`config.mk`:
```
export PLATFORM = sky130hd
export DESIGN_NAME = shift_add_mult_flat
export DESIGN_NICKNAME = d
export VERILOG_FILES = /design/src/rtl/shift_add_mult_pkg.sv /design/src/rtl/shift_add_mult_if.sv /design/src/rtl/shift_add_mult_adder.sv /design/src/rtl/shift_add_mult.sv /design/src/flat_wrapper.sv
export SDC_FILE = /design/constraint.sdc
export NUM_CORES = 1
export LEC_CHECK = 0
export CAP_MARGIN = 20
export CORE_AREA = 2 2 72 53
export DETAILED_ROUTE_END_ITERATION = 10
export DIE_AREA = 0 0 74 55
export PLACE_DENSITY = 0.76
export SYNTH_ARGS = -nofsm -noshare
export SYNTH_HDL_FRONTEND = slang
export SYNTH_SLANG_ARGS = --single-unit
```
`constraint.sdc`:
```
create_clock -name clk -period 2.8 [get_ports clk]
set_input_delay 0.42 -clock clk [delete_from_list [all_inputs] [get_ports clk]]
set_output_delay 0.42 -clock clk [all_outputs]
set_load 0.005 [all_outputs]
```
`src/rtl/shift_add_mult_pkg.sv`:
```
// Shared constants and state encoding for the shift-and-add multiplier.
package shift_add_mult_pkg;

  // Operand width; the adder is fixed at 8 bits, so this is the only legal width.
  localparam int MUL_WIDTH = 8;

  // One add/shift step per multiplier bit.
  localparam int MUL_STEPS = 8;

  // Step counter width, enough to count MUL_STEPS steps.
  localparam int CNT_W = 3;

  // Counter value on the final RUN step.
  localparam logic [CNT_W-1:0] LAST_STEP = 3'd7;

  typedef enum logic [1:0] {
    ST_IDLE = 2'd0,
    ST_RUN  = 2'd1,
    ST_DONE = 2'd2
  } state_e;

endpackage

```
`src/rtl/shift_add_mult_if.sv`:
```
// Request/result bundle between the ALU sequencer and the multiplier.
interface shift_add_mult_if;
  import shift_add_mult_pkg::*;

  logic                     start;
  logic [MUL_WIDTH-1:0]     a;
  logic [MUL_WIDTH-1:0]     b;
  logic [2*MUL_WIDTH-1:0]   p;
  logic                     busy;
  logic                     done;

  // Requester side: issues operands, observes product and status.
  modport master (
    output start, a, b,
    input  p, busy, done
  );

  // Multiplier side: consumes operands, produces product and status.
  modport slave (
    input  start, a, b,
    output p, busy, done
  );

endinterface

```
`src/rtl/shift_add_mult_adder.sv`:
```
// 8-bit ripple adder with carry in, carry out and signed-overflow flag.
module shift_add_mult_adder (
  input  logic [7:0] a,
  input  logic [7:0] b,
  input  logic       ci,
  output logic [7:0] y,
  output logic       c,
  output logic       v
);

  logic [8:0] sum_s;

  // Nine-bit sum so the carry falls out as the top bit.
  always_comb begin
    sum_s = {1'b0, a} + {1'b0, b} + {8'h00, ci};
    y     = sum_s[7:0];
    c     = sum_s[8];
    // Overflow when both operands share a sign that the result does not.
    v     = (a[7] == b[7]) && (sum_s[7] != a[7]);
  end

endmodule

```
`src/rtl/shift_add_mult.sv`:
```
// Sequential unsigned 8x8 -> 16 shift-and-add multiplier reusing the 8-bit adder.
// The upper half of P accumulates partial sums while the lower half holds the
// not-yet-consumed multiplier bits; each step adds and shifts right by one.
module shift_add_mult
  import shift_add_mult_pkg::*;
#(
  parameter int WIDTH = MUL_WIDTH
) (
  input  logic            clk,
  input  logic            rstn,
  shift_add_mult_if.slave bus
);

  state_e                 state_r;
  state_e                 state_nxt_s;
  logic [CNT_W-1:0]       count_r;
  logic [WIDTH-1:0]       mcand_r;
  logic [2*WIDTH-1:0]     p_r;
  logic                   busy_r;
  logic                   done_r;
  logic                   load_s;
  logic                   step_s;

  logic [WIDTH-1:0]       adder_b_s;
  logic [WIDTH-1:0]       adder_y_s;
  logic                   adder_c_s;
  logic                   adder_v_unused_s;

  // Add the multiplicand only when the current multiplier bit is set.
  always_comb begin
    if (p_r[0]) begin
      adder_b_s = mcand_r;
    end else begin
      adder_b_s = {WIDTH{1'b0}};
    end
  end

  // Overflow flag is meaningless for an unsigned multiply and stays unconnected.
  shift_add_mult_adder u_adder (
    .a  (p_r[2*WIDTH-1:WIDTH]),
    .b  (adder_b_s),
    .ci (1'b0),
    .y  (adder_y_s),
    .c  (adder_c_s),
    .v  (adder_v_unused_s)
  );

  // Next-state decode plus load/step strobes for the datapath.
  always_comb begin
    state_nxt_s = state_r;
    load_s      = 1'b0;
    step_s      = 1'b0;
    case (state_r)
      ST_IDLE: begin
        if (bus.start) begin
          state_nxt_s = ST_RUN;
          load_s      = 1'b1;
        end else begin
          state_nxt_s = ST_IDLE;
        end
      end
      ST_RUN: begin
        step_s = 1'b1;
        if (count_r == LAST_STEP) begin
          state_nxt_s = ST_DONE;
        end else begin
          state_nxt_s = ST_RUN;
        end
      end
      ST_DONE: begin
        // A START here chains straight into the next product.
        if (bus.start) begin
          state_nxt_s = ST_RUN;
          load_s      = 1'b1;
        end else begin
          state_nxt_s = ST_IDLE;
        end
      end
      default: begin
        state_nxt_s = ST_IDLE;
      end
    endcase
  end

  // State, status flags and datapath registers; reset discards any partial product.
  always_ff @(posedge clk) begin
    if (!rstn) begin
      state_r <= ST_IDLE;
      busy_r  <= 1'b0;
      done_r  <= 1'b0;
      count_r <= {CNT_W{1'b0}};
      mcand_r <= {WIDTH{1'b0}};
      p_r     <= {(2*WIDTH){1'b0}};
    end else begin
      state_r <= state_nxt_s;
      busy_r  <= (state_nxt_s == ST_RUN);
      done_r  <= (state_nxt_s == ST_DONE);
      if (load_s) begin
        mcand_r <= bus.a;
        p_r     <= {{WIDTH{1'b0}}, bus.b};
        count_r <= {CNT_W{1'b0}};
      end else if (step_s) begin
        // Carry becomes the new MSB so the 9-bit partial sum is never lost.
        p_r     <= {adder_c_s, adder_y_s, p_r[WIDTH-1:1]};
        count_r <= count_r + 3'd1;
      end else begin
        p_r     <= p_r;
        count_r <= count_r;
      end
    end
  end

  assign bus.p    = p_r;
  assign bus.busy = busy_r;
  assign bus.done = done_r;

endmodule
```
`src/flat_wrapper.sv`:
```
// flat-port wrapper written by rule: the top's interface ports become plain ports
module shift_add_mult_flat import shift_add_mult_pkg::*;
#(
  parameter int WIDTH = MUL_WIDTH
)
  (clk, rstn, bus_start, bus_a, bus_b, bus_p, bus_busy, bus_done);
  shift_add_mult_if bus_i ();
  input  logic clk;
  input  logic rstn;
  input wire logic [$bits(bus_i.start)-1:0] bus_start;
  input wire logic [$bits(bus_i.a)-1:0] bus_a;
  input wire logic [$bits(bus_i.b)-1:0] bus_b;
  output wire logic [$bits(bus_i.p)-1:0] bus_p;
  output wire logic [$bits(bus_i.busy)-1:0] bus_busy;
  output wire logic [$bits(bus_i.done)-1:0] bus_done;
  assign bus_i.start = bus_start;
  assign bus_i.a = bus_a;
  assign bus_i.b = bus_b;
  assign bus_p = bus_i.p;
  assign bus_busy = bus_i.busy;
  assign bus_done = bus_i.done;
  shift_add_mult #(.WIDTH(WIDTH)) u_core (.clk(clk), .rstn(rstn), .bus(bus_i));
endmodule
```
==> impl_metrics.tcl, run 1 <==
set metrics [dict create \
    syn-cell-area_mm2 0.00160 \
    finalHoldWorstSlack_ns 0.447 \
    clkPwrFrac_pct 37.8 \
    wl_per_cell_um 11.9 \
    worstSetupPathType "reg -> reg" \
    p_int_uw 775 \
    critPathRequiredTime_ns 3.03 \
    fin_area_mm2 0.00210 \
    hold_class "reg -> reg" \
    place_area_mm2 0.00200 \
    drc 0 \
    grt_pass1_wl_um 5530 \
    hold_buffers 0 \
    fmax_ghz 0.479 \
    grt_max_degree 24 \
    numCtsBuffers 5 \
    switching_share_pct 24.7 \
    cts_root_buffer "clkbuf_8" \
    fin_skew_ns 0.00313 \
    ctsHtreeMaxLevel 2 \
    final_core_util_pct 61.6 \
    setup_violations 0 \
    min_period_ns 2.09 \
    wl_met1_um 1830 \
    outcome "completed" \
    dieArea_mm2 0.00407 \
    synth_warnings 0 \
    ios 37 \
    gp_congestion 0.768 \
    fin_tns_setup_ns 0 \
    ir_drop_uv 383 \
    initial_utilization_pct 46.9 \
    worstPathArrival_ns 2.32 \
    core_area_mm2 0.00340 \
    cpPeakStageDelay_ns 0.42 \
    tightest_slew_ns 0.713 \
    hold_viol 0 \
    worstSetupEndpointType "flop" \
    crit_family "compound AO/OA/AOI/OAI gates" \
    critical_path.slowest_cell "fa_1" \
    drive_gt1_share_pct 8.04 \
    slew_viol_final 0 \
    cts_num_sinks 31 \
    die_w_um 74 \
    synth-seq-area-share_pct 38.9 \
    post_cts_buffers 0 \
    ys_types 44 \
    io_buffer_count 36 \
    dp_hpwl_um 2380 \
    cts_resized 0 \
    met2RoutedLength_um 1270 \
    first_global_vias 1240 \
    relSlewSlack_pct 52.4 \
    synth_nets 218 \
    p_leak_nw 0.902 \
    cp-start-kind "flop" \
    power_switching_uw 254 \
    fin_crit_sh_pct 74.5 \
    clock_path_buffers 2 \
    cp_max_fo 10 \
    placed_cells 266 \
    maxCapViolCount 0 \
    finalNetCount 253 \
    rows 18 \
    cts.clk_slew.worst_paths_ns 0.06 \
    syn_area_per_cell_um2 8.49 \
    power_density_mw_per_mm2 491 \
    synth_seq_cells 31 \
    drt-initial-drc-count 64 \
    antenna_found_initial 0 \
    synthFlopType "dfxtp_1" \
    clock_latency_ns 0.29 \
    die_y_um 55 \
    cts_tree "built" \
    combPwrFrac_pct 15.3 \
    area_growth_pct 31.3 \
    wl_um 3270 \
    antenna_cells 0 \
    sequentialPowerShare_pct 46.9 \
    final_antenna_net_count 0 \
    viasPerCell 5.05 \
    synth_async_sr_flop_share_pct 0 \
    grtUsageTotal_pct 18.6 \
    num_vias 1383 \
    grt_overflow 0 \
    first_pass_iters 4 \
    dr_wl_met3_um 130 \
    instances_no_fill 274 \
    path_cells "and2_1 > ha_1 > fa_1 > a211oi_1 > o21ai_1 > a211o_1 > nand3_1" \
    syn_inst 188 \
    routed.top_layer "met4" \
    path_buf_inv 0 \
    rsz0062_at_grt "no" \
    synth-edff-count 0 \
]
[per-layer routing]
layer | up-vias | GRT usage, %
li1 | 733 | -
met4 | 0 | 9.09
met3 | 7 | 5.80
met1 | 614 | 24.7
met2 | 29 | 27.7
met5 | - | 0
[through the flow]
stage | setup slack [ns] | total power, mW
2_1_floorplan | 0.846 | 0.577
3_3_place_gp | 0.753 | 0.649
3_5_place_dp | 0.728 | 0.650
4_1_cts | 0.711 | 1.04
5_1_grt | 0.540 | 1.07
6_report | 0.713 | 1.03
[cell type report]
| type | instances | area (um2) |
|---|---|---|
| clock buffers | 8 | 100 |
| fillers | 309 | 1310 |
| multi-input cells | 145 | 922 |
| flip-flops and latches | 31 | 621 |
| well taps | 50 | 62.6 |
| repair buffers | 40 | 390 |
[synthesized netlist by cell type (all sizes together) (3+ instances only)]
master / instances / share of area [%]
nand2: 38 / 9.1
dfxtp: 31 / 39
and2: 13 / 5.1
ha: 10 / 7.8
nand3: 10 / 3.1
nor2: 10 / 2.4
a21boi: 8 / 3.8
buf: 8 / 2.4
o211a: 6 / 3.8
o21ai: 5 / 1.6
a211oi: 4 / 2.2
a21oi: 4 / 1.3
clkbuf: 4 / 0.94
nor3: 3 / 0.94
[power groups by stage]
| stage | clock [mW] | sequential (mW) | combinational, mW |
|---|---|---|---|
| after global placement | 0 | 0.492 | 0.157 |
| after CTS | 0.396 | 0.482 | 0.158 |
| after floorplan | 0 | 0.490 | 0.0866 |
| after global routing | 0.412 | 0.486 | 0.177 |
| final | 0.389 | 0.482 | 0.157 |
| after detailed placement | 0 | 0.492 | 0.158 |
[cells by family (layout without fill, tap and decap cells)]
family / Yosys count / after routing / synth area share [%]
compound gates: 41 / 41 / 19.8
xor+xnor: 2 / 2 / 1.10
fa+ha+maj: 11 / 11 / 9.09
buf+inv: 12 / 48 / 3.37
flops: 31 / 31 / 38.9
simple gates: 91 / 91 / 27.7
[path summary, 6_finish.rpt]
| path | startpoint | cells past startpoint | end | slack, ns |
|---|---|---|---|---|
| min | u_core.mcand_r[6] | 2 | u_core.mcand_r[6] | 0.45 |
| max reg2reg | u_core.bus.p[0] | 7 | u_core.bus.p[13] | 0.71 |
| min reg2reg | u_core.mcand_r[6] | 2 | u_core.mcand_r[6] | 0.45 |
| max | u_core.bus.p[0] | 7 | u_core.bus.p[13] | 0.71 |
[sequential cells by signal, summed over array words and instances, names as in the netlist]
signal           count
u_core.bus.busy      1
u_core.count_r       3
u_core.bus.p        16
u_core.state_r       2
u_core.mcand_r       8
u_core.bus.done      1
[worst reg2reg max path: cells and delay by family (launching register included)]
| family | cells | cell delay, ns |
|---|---|---|
| flops | 1 | 0.37 |
| fa+ha+maj | 2 | 0.65 |
| simple gates | 2 | 0.25 |
| compound gates | 3 | 0.76 |
[layout by cell type, fill, tap and decap left out, types with 2 or more instances in the layout]
master / instances
xnor2_1: 2
a21boi_1: 8
nor2_1: 10
nor4_1: 2
a31oi_1: 2
clkdlybuf4s50_1: 36
and3_1: 2
and2_1: 12
clkbuf_8: 7
a21oi_1: 4
nand4_1: 2
a211oi_1: 3
nor2b_1: 2
nand2b_1: 2
or3_1: 2
o211a_1: 6
buf_4: 4
o21ai_1: 3
nor3_1: 3
nand3_1: 10
o221ai_1: 2
dfxtp_1: 31
o21ai_0: 2
nand2_1: 37
ha_1: 10
Power figures use the tool's default switching activity.
==> inputs of run 2 (changes only) <==
--- a/config.mk
+++ b/config.mk
@@ -6,10 +6,10 @@
 export NUM_CORES = 1
 export LEC_CHECK = 0
 export CAP_MARGIN = 20
-export CORE_AREA = 2 2 72 53
+export CORE_AREA = 2 2 75 56
 export DETAILED_ROUTE_END_ITERATION = 10
-export DIE_AREA = 0 0 74 55
-export PLACE_DENSITY = 0.76
+export DIE_AREA = 0 0 77 58
+export PLACE_DENSITY = 0.73
 export SYNTH_ARGS = -nofsm -noshare
 export SYNTH_HDL_FRONTEND = slang
 export SYNTH_SLANG_ARGS = --single-unit
==> constraint.sdc (replaced) <==
create_clock -name clk -period 1.85 [get_ports clk]
set_input_delay 0.2775 -clock clk [delete_from_list [all_inputs] [get_ports clk]]
set_output_delay 0.2775 -clock clk [all_outputs]
set_load 0.005 [all_outputs]
==> run 2 against run 1 <==
Highest routed layer unchanged. Critical endpoint is now u_core.bus.p[11]. Global-route usage decreased by 0.35 points. Largest cell class unchanged. Core utilization decreased by 1.6 points. Maximum frequency increased by 16%. Register-to-register slack got worse by 0.67 ns. Critical path depth unchanged. Via count increased by 4.5%. Clock skew increased by 0.0014 ns. Clock-buffer cell count decreased by 1. First-iteration DRC count increased by 44%. Combinational power increased by 69%.
==> impl_metrics.tcl, run 2 (synthesis results as in run 1) <==
set metrics [dict create \
    wl_per_cell_um 13.2 \
    final_common_cell "nand2_1" \
    numCtsBuffers 5 \
    final_cell_mix "nand2_1 (37), clkdlybuf4s50_1 (36), dfxtp_1 (30), buf_4 (15), and2_1 (11)" \
    ir_drop_uv 381 \
    num_vias 1445 \
    viasPerCell 5.03 \
    grt_pass1_wl_um 6230 \
    worstPathArrival_ns 1.99 \
    grt_max_degree 24 \
    switching_share_pct 26.2 \
    worstSetupPathType "reg -> reg" \
    fin_skew_ns 0.00455 \
    p_leak_nw 0.938 \
    core_area_mm2 0.00376 \
    ctsHtreeMaxLevel 2 \
    gp_congestion 0.906 \
    clkPwrFrac_pct 34.2 \
    grtUsageTotal_pct 18.3 \
    initial_utilization_pct 42.5 \
    die_y_um 58 \
    fin_crit_sh_pct 97.5 \
    p_int_mw 1.11 \
    tightest_slew_ns 0.397 \
    worstSetupEndpointType "flop" \
    cts.clk_slew.worst_paths_ns 0.06 \
    finalHoldWorstSlack_ns 0.448 \
    area_growth_pct 41.2 \
    power_density_mw_per_mm2 670 \
    outcome "completed" \
    wl_um 3790 \
    io_buffer_count 36 \
    grt_overflow 0 \
    fin_tns_setup_ns 0 \
    cts_tree "built" \
    largest_register_ff_count 16 \
    finalNetCount 264 \
    first_pass_iters 4 \
    die_w_um 77 \
    antenna_found_initial 0 \
    setup_violations 0 \
    min_period_ns 1.80 \
    slew_viol_final 0 \
    sequentialPowerShare_pct 48.3 \
    combPwrFrac_pct 17.5 \
    hold_viol 0 \
    clock_latency_ns 0.29 \
    drive_gt1_share_pct 17.0 \
    clock_path_buffers 2 \
    final_antenna_net_count 0 \
    hold_class "reg -> reg" \
    maxCapViolCount 0 \
    relSlewSlack_pct 73.5 \
    cp_max_fo 4 \
    drc 0 \
    rows 19 \
    antenna_cells 0 \
    drt-initial-drc-count 92 \
    cts_root_buffer "clkbuf_8" \
    dieArea_mm2 0.00447 \
    cp-start-kind "flop" \
    dp_hpwl_um 2730 \
    cts_num_sinks 31 \
    fmax_ghz 0.554 \
    ios 37 \
    critPathRequiredTime_ns 2.04 \
    hold_buffers 0 \
    power_switching_uw 396 \
    first_global_vias 1318 \
]
-- run 2: cell types whose count changed in the layout (fill, tap and decap cells not counted), moves of 2 or more --
cell      before  now
ha_4           0    4
buf_4          4   15
ha_1          10    6
a211oi_2       1    3
a211oi_1       3    1
clkbuf_8       7    5
-- run 2: worst max-delay path, cell delays in order (launching register included) --
cell and delay, ns:
dfxtp_2 0.33, and2_4 0.14, ha_4 0.16, fa_2 0.38
a21o_2 0.21, a211oi_2 0.22, o31ai_1 0.09, and2_1 0.17
-- run 2: what timing repair did --
action	in CTS	in global routing
endpoints found under the setup margin	4	5
gates resized for setup	2	10
pin swaps	2	8
buffers inserted	0	1
-- run 2: stage by stage --
step	total power, mW	std cells	util [%]	setup WS [ns]	cell area [um2]
floorplan	0.873	188	-	0.00402	1610
global placement	0.999	278	55.5	0.0141	2080
detailed placement	1.00	278	55.5	-0.0346	2080
CTS	1.52	286	58.1	0.00214	2180
global route	1.59	287	60.0	-0.0418	2250
finish	1.51	287	60.0	0.0456	2250
-- run 2: power groups by stage --
stage,Sequential (mW),Clock (mW),Combinational (mW)
after detailed placement,0.743,0,0.257
after CTS,0.729,0.529,0.260
final,0.729,0.517,0.265
after floorplan,0.742,0,0.131
after global placement,0.743,0,0.256
after global routing,0.734,0.566,0.294
-- run 2: per-layer routing --
metal | track usage [%] | vias up | routed length (um)
met1 | 26.6 | 635 | 1930
met2 | 24.8 | 47 | 1540
met4 | 9.18 | 0 | 81
li1 | - | 756 | -
met5 | 0 | - | 0
met3 | 4.98 | 7 | 238
-- run 2: cell type report --
class	count	area (um2)
Timing Repair Buffer	51	473
Multi-Input combinational cell	145	1010
Clock buffer	7	76.3
Clock inverter	1	5.00
Sequential cell	31	622
Fill cell	367	1500
Tap cell	52	65.1
-- run 2: final timing paths --
check / slack [ns] / end / startpoint / cells past startpoint
worst max-delay path: 0.05 / u_core.bus.p[11] / u_core.bus.p[0] / 7
worst min-delay path: 0.45 / u_core.mcand_r[7] / u_core.mcand_r[7] / 2
worst max register to register: 0.05 / u_core.bus.p[11] / u_core.bus.p[0] / 7
worst min register to register: 0.45 / u_core.mcand_r[7] / u_core.mcand_r[7] / 2
